==> src/rtl/mem_arb_pkg.sv <==
// Shared types and constants for the I/D memory arbiter.
// Optional fairness feature is selected by the MEM_ARB_FAIR_EN macro in mem_arbiter.
package mem_arb_pkg;

    typedef enum logic [1:0] {
        OWN_NONE = 2'd0,
        OWN_I    = 2'd1,
        OWN_D    = 2'd2
    } owner_t;

    localparam int ADDR_W           = 16;
    localparam int DATA_W           = 16;
    localparam int BANK_LSB         = 1;
    localparam int BANK_W           = 2;
    localparam int NUM_BANKS        = 1 << BANK_W;
    localparam int MEM_LAT_DEF      = 2;
    localparam int STARVE_LIMIT_DEF = 4;

    function automatic logic [BANK_W-1:0] bank_of(input logic [ADDR_W-1:0] addr);
        return addr[BANK_LSB +: BANK_W];
    endfunction

endpackage

==> src/rtl/mem_arb_retpipe.sv <==
// Latency-matched owner tag pipeline; steers returning memory read data
// to the I or D return port when the issuing read's tag reaches the last stage.
module mem_arb_retpipe
    import mem_arb_pkg::*;
#(
    parameter int MEM_LAT = MEM_LAT_DEF
) (
    input  logic              clk,
    input  logic              rst,
    input  owner_t            load_tag,
    input  logic [DATA_W-1:0] mem_rdata,
    output logic              i_valid,
    output logic [DATA_W-1:0] i_rdata,
    output logic              d_valid,
    output logic [DATA_W-1:0] d_rdata
);

    owner_t [MEM_LAT-1:0] tags;
    owner_t               head;

    always_ff @(posedge clk) begin
        if (!rst) begin
            for (int s = 0; s < MEM_LAT; s++) tags[s] <= OWN_NONE;
        end else begin
            tags[0] <= load_tag;
            for (int s = 1; s < MEM_LAT; s++) tags[s] <= tags[s-1];
        end
    end

    assign head = tags[MEM_LAT-1];

    // Gated by rst so stale tags never show a valid while reset is held.
    always_comb begin
        i_valid = rst && (head == OWN_I);
        d_valid = rst && (head == OWN_D);
        i_rdata = i_valid ? mem_rdata : '0;
        d_rdata = d_valid ? mem_rdata : '0;
    end

endmodule

==> src/rtl/mem_arbiter.sv <==
// Single-port arbiter sharing banked main memory between I-cache and D-cache.
// Define MEM_ARB_FAIR_EN to let a starved I request win over D after STARVE_LIMIT D grants.
module mem_arbiter
    import mem_arb_pkg::*;
#(
    parameter int MEM_LAT      = MEM_LAT_DEF,
    parameter int STARVE_LIMIT = STARVE_LIMIT_DEF
) (
    input  logic                 clk,
    input  logic                 rst,
    input  logic                 i_req,
    input  logic [ADDR_W-1:0]    i_addr,
    output logic                 i_gnt,
    output logic                 i_valid,
    output logic [DATA_W-1:0]    i_rdata,
    input  logic                 d_req,
    input  logic                 d_wr,
    input  logic [ADDR_W-1:0]    d_addr,
    input  logic [DATA_W-1:0]    d_wdata,
    output logic                 d_gnt,
    output logic                 d_valid,
    output logic [DATA_W-1:0]    d_rdata,
    output logic                 mem_rd,
    output logic                 mem_wr,
    output logic [ADDR_W-1:0]    mem_addr,
    output logic [DATA_W-1:0]    mem_wdata,
    input  logic [DATA_W-1:0]    mem_rdata,
    input  logic                 mem_stall,
    input  logic [NUM_BANKS-1:0] mem_busy
);

    if (MEM_LAT < 1 || MEM_LAT > 4 || STARVE_LIMIT < 1) begin : g_bad_param
        $error("mem_arbiter: MEM_LAT must be 1..4 and STARVE_LIMIT >= 1");
    end

    logic [BANK_W-1:0] i_bank, d_bank;
    logic              i_elig, d_elig;
    logic              i_first;
    logic              grant_i, grant_d;
    owner_t            load_tag;

    assign i_bank = bank_of(i_addr);
    assign d_bank = bank_of(d_addr);

    // A busy bank only disqualifies its own requester, never the other one.
    assign i_elig = rst && i_req && !mem_stall && !mem_busy[i_bank];
    assign d_elig = rst && d_req && !mem_stall && !mem_busy[d_bank];

`ifdef MEM_ARB_FAIR_EN
    localparam int CNT_W = $clog2(STARVE_LIMIT + 1);

    logic [CNT_W-1:0] starve_cnt;

    always_ff @(posedge clk) begin
        if (!rst) begin
            starve_cnt <= '0;
        end else if (grant_i || !i_req) begin
            starve_cnt <= '0;
        end else if (grant_d && (starve_cnt < CNT_W'(STARVE_LIMIT))) begin
            starve_cnt <= starve_cnt + CNT_W'(1);
        end
    end

    assign i_first = (starve_cnt >= CNT_W'(STARVE_LIMIT));
`else
    assign i_first = 1'b0;
`endif

    assign grant_d = d_elig && !(i_elig && i_first);
    assign grant_i = i_elig && !grant_d;
    assign i_gnt   = grant_i;
    assign d_gnt   = grant_d;

    // Write data is only driven for writes; reads leave the bus at zero.
    always_comb begin
        mem_rd    = 1'b0;
        mem_wr    = 1'b0;
        mem_addr  = '0;
        mem_wdata = '0;
        load_tag  = OWN_NONE;
        if (grant_d) begin
            mem_addr = d_addr;
            if (d_wr) begin
                mem_wr    = 1'b1;
                mem_wdata = d_wdata;
            end else begin
                mem_rd   = 1'b1;
                load_tag = OWN_D;
            end
        end else if (grant_i) begin
            mem_rd   = 1'b1;
            mem_addr = i_addr;
            load_tag = OWN_I;
        end
    end

    mem_arb_retpipe #(
        .MEM_LAT (MEM_LAT)
    ) u_retpipe (
        .clk       (clk),
        .rst       (rst),
        .load_tag  (load_tag),
        .mem_rdata (mem_rdata),
        .i_valid   (i_valid),
        .i_rdata   (i_rdata),
        .d_valid   (d_valid),
        .d_rdata   (d_rdata)
    );

endmodule

==> config.mk <==
export PLATFORM = sky130hd
export DESIGN_NAME = mem_arbiter
export DESIGN_NICKNAME = d
export VERILOG_FILES = /design/src/rtl/mem_arb_pkg.sv /design/src/rtl/mem_arb_retpipe.sv /design/src/rtl/mem_arbiter.sv
export SDC_FILE = /design/constraint.sdc
export NUM_CORES = 1
export LEC_CHECK = 0
export ABC_AREA = 1
export BUFFER_PORTS_ARGS = -buffer_cell sky130_fd_sc_hd__buf_2
export CAP_MARGIN = 5
export CORE_MARGIN = 1.5
export CORE_UTILIZATION = 30
export CTS_BUF_LIST = sky130_fd_sc_hd__clkbuf_2 sky130_fd_sc_hd__clkbuf_4 sky130_fd_sc_hd__clkbuf_8
export DETAILED_ROUTE_END_ITERATION = 16
export GPL_ROUTABILITY_DRIVEN = 0
export PLACE_DENSITY = 0.82
export SLEW_MARGIN = 20
export SYNTH_ARGS = -nofsm -noshare
export SYNTH_HDL_FRONTEND = slang
export SYNTH_HIERARCHICAL = 1
export SYNTH_SLANG_ARGS = --single-unit
export TNS_END_PERCENT = 30
==> constraint.sdc <==
create_clock -name clk -period 1 [get_ports clk]
set_input_delay 0.1 -clock clk [delete_from_list [all_inputs] [get_ports clk]]
set_output_delay 0.1 -clock clk [all_outputs]
set_load 0.03 [all_outputs]
==> results of run 1 <==
-- cells in the mapped netlist --
cell | count | share of area, %
clkbuf_1 | 1 | 0.39
inv_2 | 1 | 0.39
buf_6 | 6 | 7.0
nand3b_2 | 1 | 1.2
inv_1 | 32 | 12
nor2_4 | 1 | 1.2
inv_6 | 1 | 0.90
nor2_1 | 49 | 19
nand3_4 | 3 | 5.4
a21oi_2 | 1 | 0.90
nand2_2 | 10 | 6.5
o21ai_0 | 1 | 0.52
nor2_2 | 3 | 1.9
nand3_1 | 17 | 8.8
buf_4 | 1 | 0.78
nand2_1 | 54 | 21
buf_2 | 1 | 0.52
buf_12 | 1 | 2.1
dfxtp_1 | 4 | 8.3
nand3_2 | 1 | 1.0
-- worst max-delay path by stage --
| stage | to | cells past startpoint |
|---|---|---|
| final | i_rdata[13] | 5 |
| after global routing | i_rdata[3] | 5 |
| after CTS | mem_addr[4] | 9 |
| after detailed placement | mem_wdata[3] | 8 |
| after global placement | mem_wdata[15] | 8 |
| after floorplan | mem_wdata[0] | 6 |
-- metrics by stage --
stage	std cells	power (mW)
4_1_cts	382	0.885
3_3_place_gp	379	0.652
6_report	386	1.16
5_1_grt	386	1.19
3_5_place_dp	379	0.660
2_1_floorplan	189	0.446
-- logic make-up (layout without fill, tap and decap cells) --
family                 count (synthesis)  in the layout  share of synthesized area, %
DFF                                    4              4                          8.27
AOI/OAI and AO/OA                      2              2                          1.42
buffers and inverters                 44            196                          24.4
and+or+nand+nor                      139            140                          65.9
-- timing repair --
action	4_1_cts	5_1_grt
resized for setup	97	187
gates cloned	0	3
pin swaps	0	35
setup buffers	0	1
endpoints found under the setup margin	70	70
-- tightest hold or removal path, stage by stage --
cell and delay (ns):
buf_8 0.09, buf_4 0.17, nand2_1 0.07, inv_1 0.05
-- registers in the layout (all words and copies together) (netlist names) --
name / cells
u_retpipe/tags: 2
u_retpipe/head: 2
-- layer usage --
metal  track usage [%]  share of wire [%]  up-vias
met3              3.68                 10       39
met2              42.4                 52      178
met4              6.35                5.6        0
met5                 0                  0        -
met1              22.9                 33      911
li1                  -                  -      865
-- layout make-up --
type,count,area [um2]
repair buffers,159,1440
multi-input cells,142,1150
inverters,34,160
fillers,81,138
flip-flops and latches,4,82.6
well taps,44,55.1
clock buffers,3,22.5
-- report_power, final --
| group | switching [mW] | total, mW | internal (mW) |
|---|---|---|---|
| Combinational | 0.452 | 0.778 | 0.326 |
| Clock | 0.0813 | 0.217 | 0.135 |
| Sequential | 0.00134 | 0.164 | 0.162 |
==> flow_metrics.py, run 1 <==
metrics = {
    "run_status": {
        "run_status": "finished with violations",
        "failing_checks": "setup timing",
    },
    "sta": {
        "finalHoldWorstSlack_ns": 0.279,
        "finalSetupTns_ns": -13.14,
        "timing.clock.skew_ns": 0.00683,
        "final-setup-viol-count": 70,
        "timing.final.ws_setup_ns": -0.276,
        "finalCritPeriodShare_pct": 128,
        "hold_viol_final": 0,
        "tightest_slew_ns": 0.331,
        "setup_repair_after_global_routing_missed_its_margin": "true",
        "drv_slew": 0,
        "fin_crit_ns": 1.28,
        "relSlewSlack_pct": 78.0,
        "fmaxAchievable_mhz": 783,
    },
    "setup_path": {
        "worstSetupPathType": "flop to primary output",
        "crit_path_max_incr_delay_ns": 0.34,
        "critPathTopFamily": "buffers and inverters",
        "critical_path_required_ns": 0.90,
        "r2r_end": "u_retpipe/head[1]",
        "timing.reg2reg.setup_slack_ns": 0.46,
        "cp-end-kind": "primary output",
        "critPathMaxFanout": 11,
        "cp_cell_sequence": "inv_2 > nand3_4 > buf_12 > nor2_2 > buf_6",
        "cp_num_buf_inv": 3,
        "timing.critical_path.from": "u_retpipe/head[1]",
        "r2r_start": "u_retpipe/tags[1]",
        "r2r.worst_path.cells": 2,
        "cp-start-kind": "flop",
        "worst_path_max_delay_cell": "dfxtp_2",
        "critical_path_arrival_ns": 1.18,
    },
    "place": {
        "placement.io_buffers": 143,
        "post_place_cell_area_um2": 1920,
        "post-dp-hpwl_mm": 3.05,
        "preCtsSetupSlack_ns": -0.240,
    },
    "synth": {
        "synth-seq-cells": 4,
        "part_of_the_yosys_area_used_for_sequential_elements_pct": 8.27,
        "mapped_area_um2": 968,
        "ys.warnings.count": 6,
        "syn-num-nets": 263,
        "postSynthAreaPerCell_um2": 5.12,
        "number_of_distinct_library_cell_variants_in_the_gate_level_netlist_after_synthesis": 20,
        "netlist_instances": 189,
    },
    "detailed_routing": {
        "ant_nets": 0,
        "drt-wirelength-per-cell_um": 19.1,
        "detail_route.wirelength_mm": 7.37,
        "drtIter0Drc": 160,
        "residual_drc": 0,
        "dr_total_vias": 1993,
        "drt-pass1-iter-count": 4,
        "route.detailed.vias_per_inst": 5.16,
    },
    "global_routing": {
        "antenna_found_initial": 0,
        "globalRoute.totalOverflow": 0,
        "first_global_vias": 1416,
        "grt_first_pass_wirelength_mm": 5.96,
        "grt_max_degree": 20,
        "global_route.usage.total_pct": 21.6,
    },
    "finish": {
        "top_library_cells_by_usage_in_the_layout_fill_and_taps_aside": "buf_6, buf_2, nor2_4, nand2_1, nand2_2",
        "finish.utilization_pct": 95.5,
        "fin_nets": 418,
        "mostFrequentLayoutCell": "buf_6",
        "area.growth.synth_to_final_pct": 201,
        "final_design_area_no_fill_um2": 2920,
        "count_of_inserted_antenna_diode_cells": 0,
        "final_layout_size_suffix_gt1_share_pct": 82.5,
    },
    "clock_network": {
        "cts_tree": "done",
        "cts_buffer_depth": 2,
        "numClockSinks": 4,
        "cts_inserted_buffers": 3,
        "holdBufCountCts": 0,
        "cts_root_buf": "clkbuf_4",
        "htree_num_levels": 1,
        "insertion_delay_ns": 0.24,
        "clk_pin_slew_worst_paths_ns": 0.04,
    },
    "floorplan": {
        "chipWidth_um": 59.8,
        "floorplan.die_area_um2": 3580,
        "design.portCount": 144,
        "row_count": 20,
        "die_h_um": 59.8,
        "design.core.area_um2": 3050,
        "initial_core_util_pct": 31.7,
    },
    "power_and_ir_drop": {
        "power_density_nw_per_um2": 397,
        "vdd_drop_max_mv": 0.282,
        "p_leak_nw": 1.46,
    },
    "worst_hold_path": {
        "timing.hold.worst.class": "input pin to flop",
        "hold_path_end": "u_retpipe/head[0]",
        "hold_path_depth": 4,
        "hold_path.startpoint": "rst",
    },
    "flow_run": {
        "maxCapViolations": 0,
    },
}
Power figures use the tool's default switching activity.
==> run 2: changes to the inputs <==
==> constraint.sdc (replaced) <==
create_clock -name clk -period 1 [get_ports clk]
set_input_delay 0.3 -clock clk [delete_from_list [all_inputs] [get_ports clk]]
set_output_delay 0.3 -clock clk [all_outputs]
set_load 0.03 [all_outputs]
==> flow_metrics.py, run 2 <==
metrics = {
    "run_status": {
        "run_status": "aborted with a tool error",
        "last-stage-reached": "5_1_grt",
        "toolErrorMsg": "[ERROR DPL-0038] Utilization greater than 100%, impossible to legalize",
    },
    "clock_network": {
        "cts_inserted_buffers": 3,
        "cts_root_buf": "clkbuf_4",
        "cts_buffer_depth": 2,
        "htree_num_levels": 1,
        "numClockSinks": 4,
        "holdBufCountCts": 0,
    },
    "synth": {
        "yosys_most_used_dff": "dfxtp_1",
        "syn-num-nets": 263,
        "synth-seq-cells": 4,
        "synth.top_cell.area_share_pct": 20.9,
        "netlist_instances": 189,
        "number_of_distinct_library_cell_variants_in_the_gate_level_netlist_after_synthesis": 20,
        "synth-async-reset-ratio_pct": 0,
        "postSynthAreaPerCell_um2": 5.12,
        "mapped_area_um2": 968,
        "part_of_the_yosys_area_used_for_sequential_elements_pct": 8.27,
        "ys.warnings.count": 6,
        "synth-edff-count": 0,
        "synth.most_common_cell": "nand2_1",
        "yosys-top-cells-count": "nand2_1, nor2_1, inv_1",
        "yosys-top-cells-area": "nand2_1, nor2_1, inv_1",
        "synth_top_cell_by_area": "nand2_1",
    },
    "floorplan": {
        "chipWidth_um": 59.8,
        "row_count": 20,
        "initial_core_util_pct": 31.7,
        "die_h_um": 59.8,
        "design.portCount": 144,
    },
    "global_routing": {
        "grt_max_degree": 20,
    },
    "sta": {
        "timing.repair.worst_endpoint_type": "output port",
        "grt_repair_worst_endpoint": "mem_addr[9]",
    },
    "place": {
        "placement.io_buffers": 143,
        "post-dp-hpwl_mm": 3.26,
    },
}
run 2: cell counts after synthesis:
Identical to the previous run, type by type.
run 2: logic make-up after synthesis:
kind of cell / after synthesis / synth area share, %
and+or+nand+nor: 139 / 65.9
buffers and inverters: 44 / 24.4
DFF: 4 / 8.27
AOI/OAI and AO/OA: 2 / 1.42
run 2: metrics by stage:
| step | setup WS, ns | instance area, um2 | util (%) | setup TNS, ns | cells |
|---|---|---|---|---|---|
| global placement | -0.688 | 2040 | 66.9 | -39.31 | 373 |
| CTS | -0.659 | 2750 | 90.2 | -35.27 | 386 |
| floorplan | -0.371 | 1300 | - | -21.51 | 189 |
| detailed placement | -0.705 | 2040 | 66.9 | -40.34 | 373 |
run 2: timing repair:
action	in CTS
gates resized for setup	160
endpoints found under the setup margin	72
cloned	5
endpoints found under the hold margin	0
pin swaps	21
buffers inserted	5
==> run 3: changes to the inputs <==
Settings changed: CORE_AREA set to 2 2 63 65, CORE_MARGIN 1.5 to unset, CORE_UTILIZATION 30 to unset, CTS_BUF_LIST sky130_fd_sc_hd__clkbuf_2 sky130_fd_sc_hd__clkbuf_4 sky130_fd_sc_hd__clkbuf_8 to unset, DIE_AREA set to 0 0 65 67, PLACE_DENSITY 0.82 to unset, PLACE_DENSITY_LB_ADDON set to 0.15.
==> flow_metrics.py, run 3 (same netlist as run 1, synthesis figures left out) <==
metrics = {
    "finish": {
        "top_library_cells_by_usage_in_the_layout_fill_and_taps_aside": "buf_2, buf_4, buf_6, nand2_1, nor2_1",
        "final_design_area_no_fill_um2": 2790,
        "mostFrequentLayoutCell": "buf_2",
        "final_layout_size_suffix_gt1_share_pct": 70.7,
        "area.growth.synth_to_final_pct": 188,
        "count_of_inserted_antenna_diode_cells": 0,
        "fin_nets": 424,
    },
    "setup_path": {
        "cp-start-kind": "input pin",
        "critPathTopFamily": "buffers and inverters",
        "worstSetupPathType": "input pin to primary output",
        "crit_path_max_incr_delay_ns": 0.19,
        "worst_path_max_delay_cell": "buf_12",
        "critical_path.most_common_cell": "buf_12",
        "r2r_start": "u_retpipe/tags[0]",
        "cp-end-kind": "primary output",
        "timing.reg2reg.setup_slack_ns": 0.51,
        "critical_path_arrival_ns": 1.30,
        "critical_path_required_ns": 0.70,
        "critPathMaxFanout": 6,
        "cp_num_buf_inv": 5,
        "r2r.worst_path.cells": 2,
        "cp_cell_sequence": "buf_12 > clkinv_8 > nand2_4 > nand3b_4 > nand3_4 > buf_12 > buf_12 > nor2_4 > buf_6",
        "r2r_end": "u_retpipe/head[0]",
    },
    "worst_hold_path": {
        "timing.hold.worst.class": "flop to flop",
        "hold_path.startpoint": "u_retpipe/tags[1]",
        "hold_path_depth": 2,
        "hold_path_end": "u_retpipe/head[1]",
    },
    "detailed_routing": {
        "drtIter0Drc": 29,
        "dr_total_vias": 1710,
        "residual_drc": 0,
        "detail_route.wirelength_mm": 4.68,
        "ant_nets": 0,
        "drt-wirelength-per-cell_um": 11.8,
        "route.detailed.vias_per_inst": 4.32,
        "drt-pass1-iter-count": 4,
    },
    "power_and_ir_drop": {
        "power_density_nw_per_um2": 462,
        "vdd_drop_max_mv": 0.349,
        "post-layout-total-power_mw": 1.29,
        "p_leak_nw": 1.59,
    },
    "global_routing": {
        "global_route.usage.total_pct": 19.6,
        "antenna_found_initial": 0,
        "globalRoute.totalOverflow": 0,
        "grt_first_pass_wirelength_mm": 6.78,
        "first_global_vias": 1637,
        "grt_max_degree": 20,
    },
    "sta": {
        "drv_slew": 0,
        "finalCritPeriodShare_pct": 160,
        "relSlewSlack_pct": 79.0,
        "finalHoldWorstSlack_ns": 0.411,
        "hold_viol_final": 0,
        "final-setup-viol-count": 72,
        "fin_crit_ns": 1.60,
        "fmaxAchievable_mhz": 623,
        "timing.clock.skew_ns": 0.00128,
        "tightest_slew_ns": 0.315,
        "setup_repair_after_global_routing_missed_its_margin": "true",
        "timing.final.ws_setup_ns": -0.605,
    },
    "clock_network": {
        "cts_buffer_depth": 2,
        "clk_pin_slew_worst_paths_ns": 0.03,
        "cts_inserted_buffers": 3,
        "cts_root_buf": "clkbuf_8",
        "htree_num_levels": 1,
        "numClockSinks": 4,
        "insertion_delay_ns": 0.23,
        "cts_tree": "done",
    },
    "floorplan": {
        "die_h_um": 67,
        "initial_core_util_pct": 26.9,
        "row_count": 22,
        "chipWidth_um": 65,
        "design.core.area_um2": 3610,
        "design.portCount": 144,
        "floorplan.die_area_um2": 4360,
    },
    "place": {
        "post_place_cell_area_um2": 2120,
        "placement.io_buffers": 143,
        "post-dp-hpwl_mm": 3.24,
        "preCtsSetupSlack_ns": -0.698,
    },
    "run_status": {
        "failing_checks": "setup timing",
        "run_status": "finished with violations",
    },
    "flow_run": {
        "maxCapViolations": 0,
    },
}
[run 3: area by class of cell]
type | instances | area [um2]
fillers | 290 | 816
multi-input cells | 141 | 1040
repair buffers | 164 | 1370
clock buffers | 3 | 41.3
inverters | 34 | 165
flip-flops and latches | 4 | 80.1
well taps | 48 | 60.1
repair inverters | 2 | 28.8
[run 3: what timing repair did]
item	4_1_cts	5_1_grt
hold buffers	0	0
pin swaps	7	14
setup buffers	2	2
gates cloned	3	2
endpoints found under the setup margin	72	72
resized for setup	121	34
[run 3: stage by stage]
stage / cells / util [%] / TNS (ns)
floorplan: 189 / - / -21.51
global placement: 384 / 58.9 / -39.29
detailed placement: 384 / 58.9 / -40.39
CTS: 392 / 72.0 / -35.92
global route: 396 / 77.4 / -39.86
finish: 396 / 77.4 / -35.25
[run 3: how the worst max path moves through the flow]
stage                   start      endpoint  slack [ns]  cells after the start
finish              d_addr[1]  mem_wdata[4]       -0.60                      9
global route        d_addr[2]  mem_wdata[4]       -0.65                      7
CTS                 d_addr[1]  mem_addr[10]       -0.62                      9
detailed placement  d_addr[1]  mem_addr[11]       -0.70                      9
global placement    d_addr[1]  mem_addr[11]       -0.69                      9
floorplan                 rst  mem_addr[10]       -0.37                      7
[run 3: power by group]
group	total, mW	internal, mW	switching (mW)
logic	0.754	0.356	0.398
registers	0.164	0.163	0.00107
clock network	0.370	0.259	0.111
total	1.29	0.777	0.511
[run 3: worst register-to-register path, delay by kind of cell, from the launching register on]
family                 cells  cell delay (ns)
buffers and inverters      1             0.03
flip-flops                 1             0.29
AND/OR/NAND/NOR            1             0.06
[run 3: routing by layer]
layer | vias to the layer above | track usage [%] | part of all wire (%)
met4 | 0 | 6.38 | 1.7
met3 | 9 | 6.76 | 11
li1 | 869 | - | -
met2 | 96 | 40.1 | 55
met5 | - | 0 | 0
met1 | 736 | 17.8 | 32
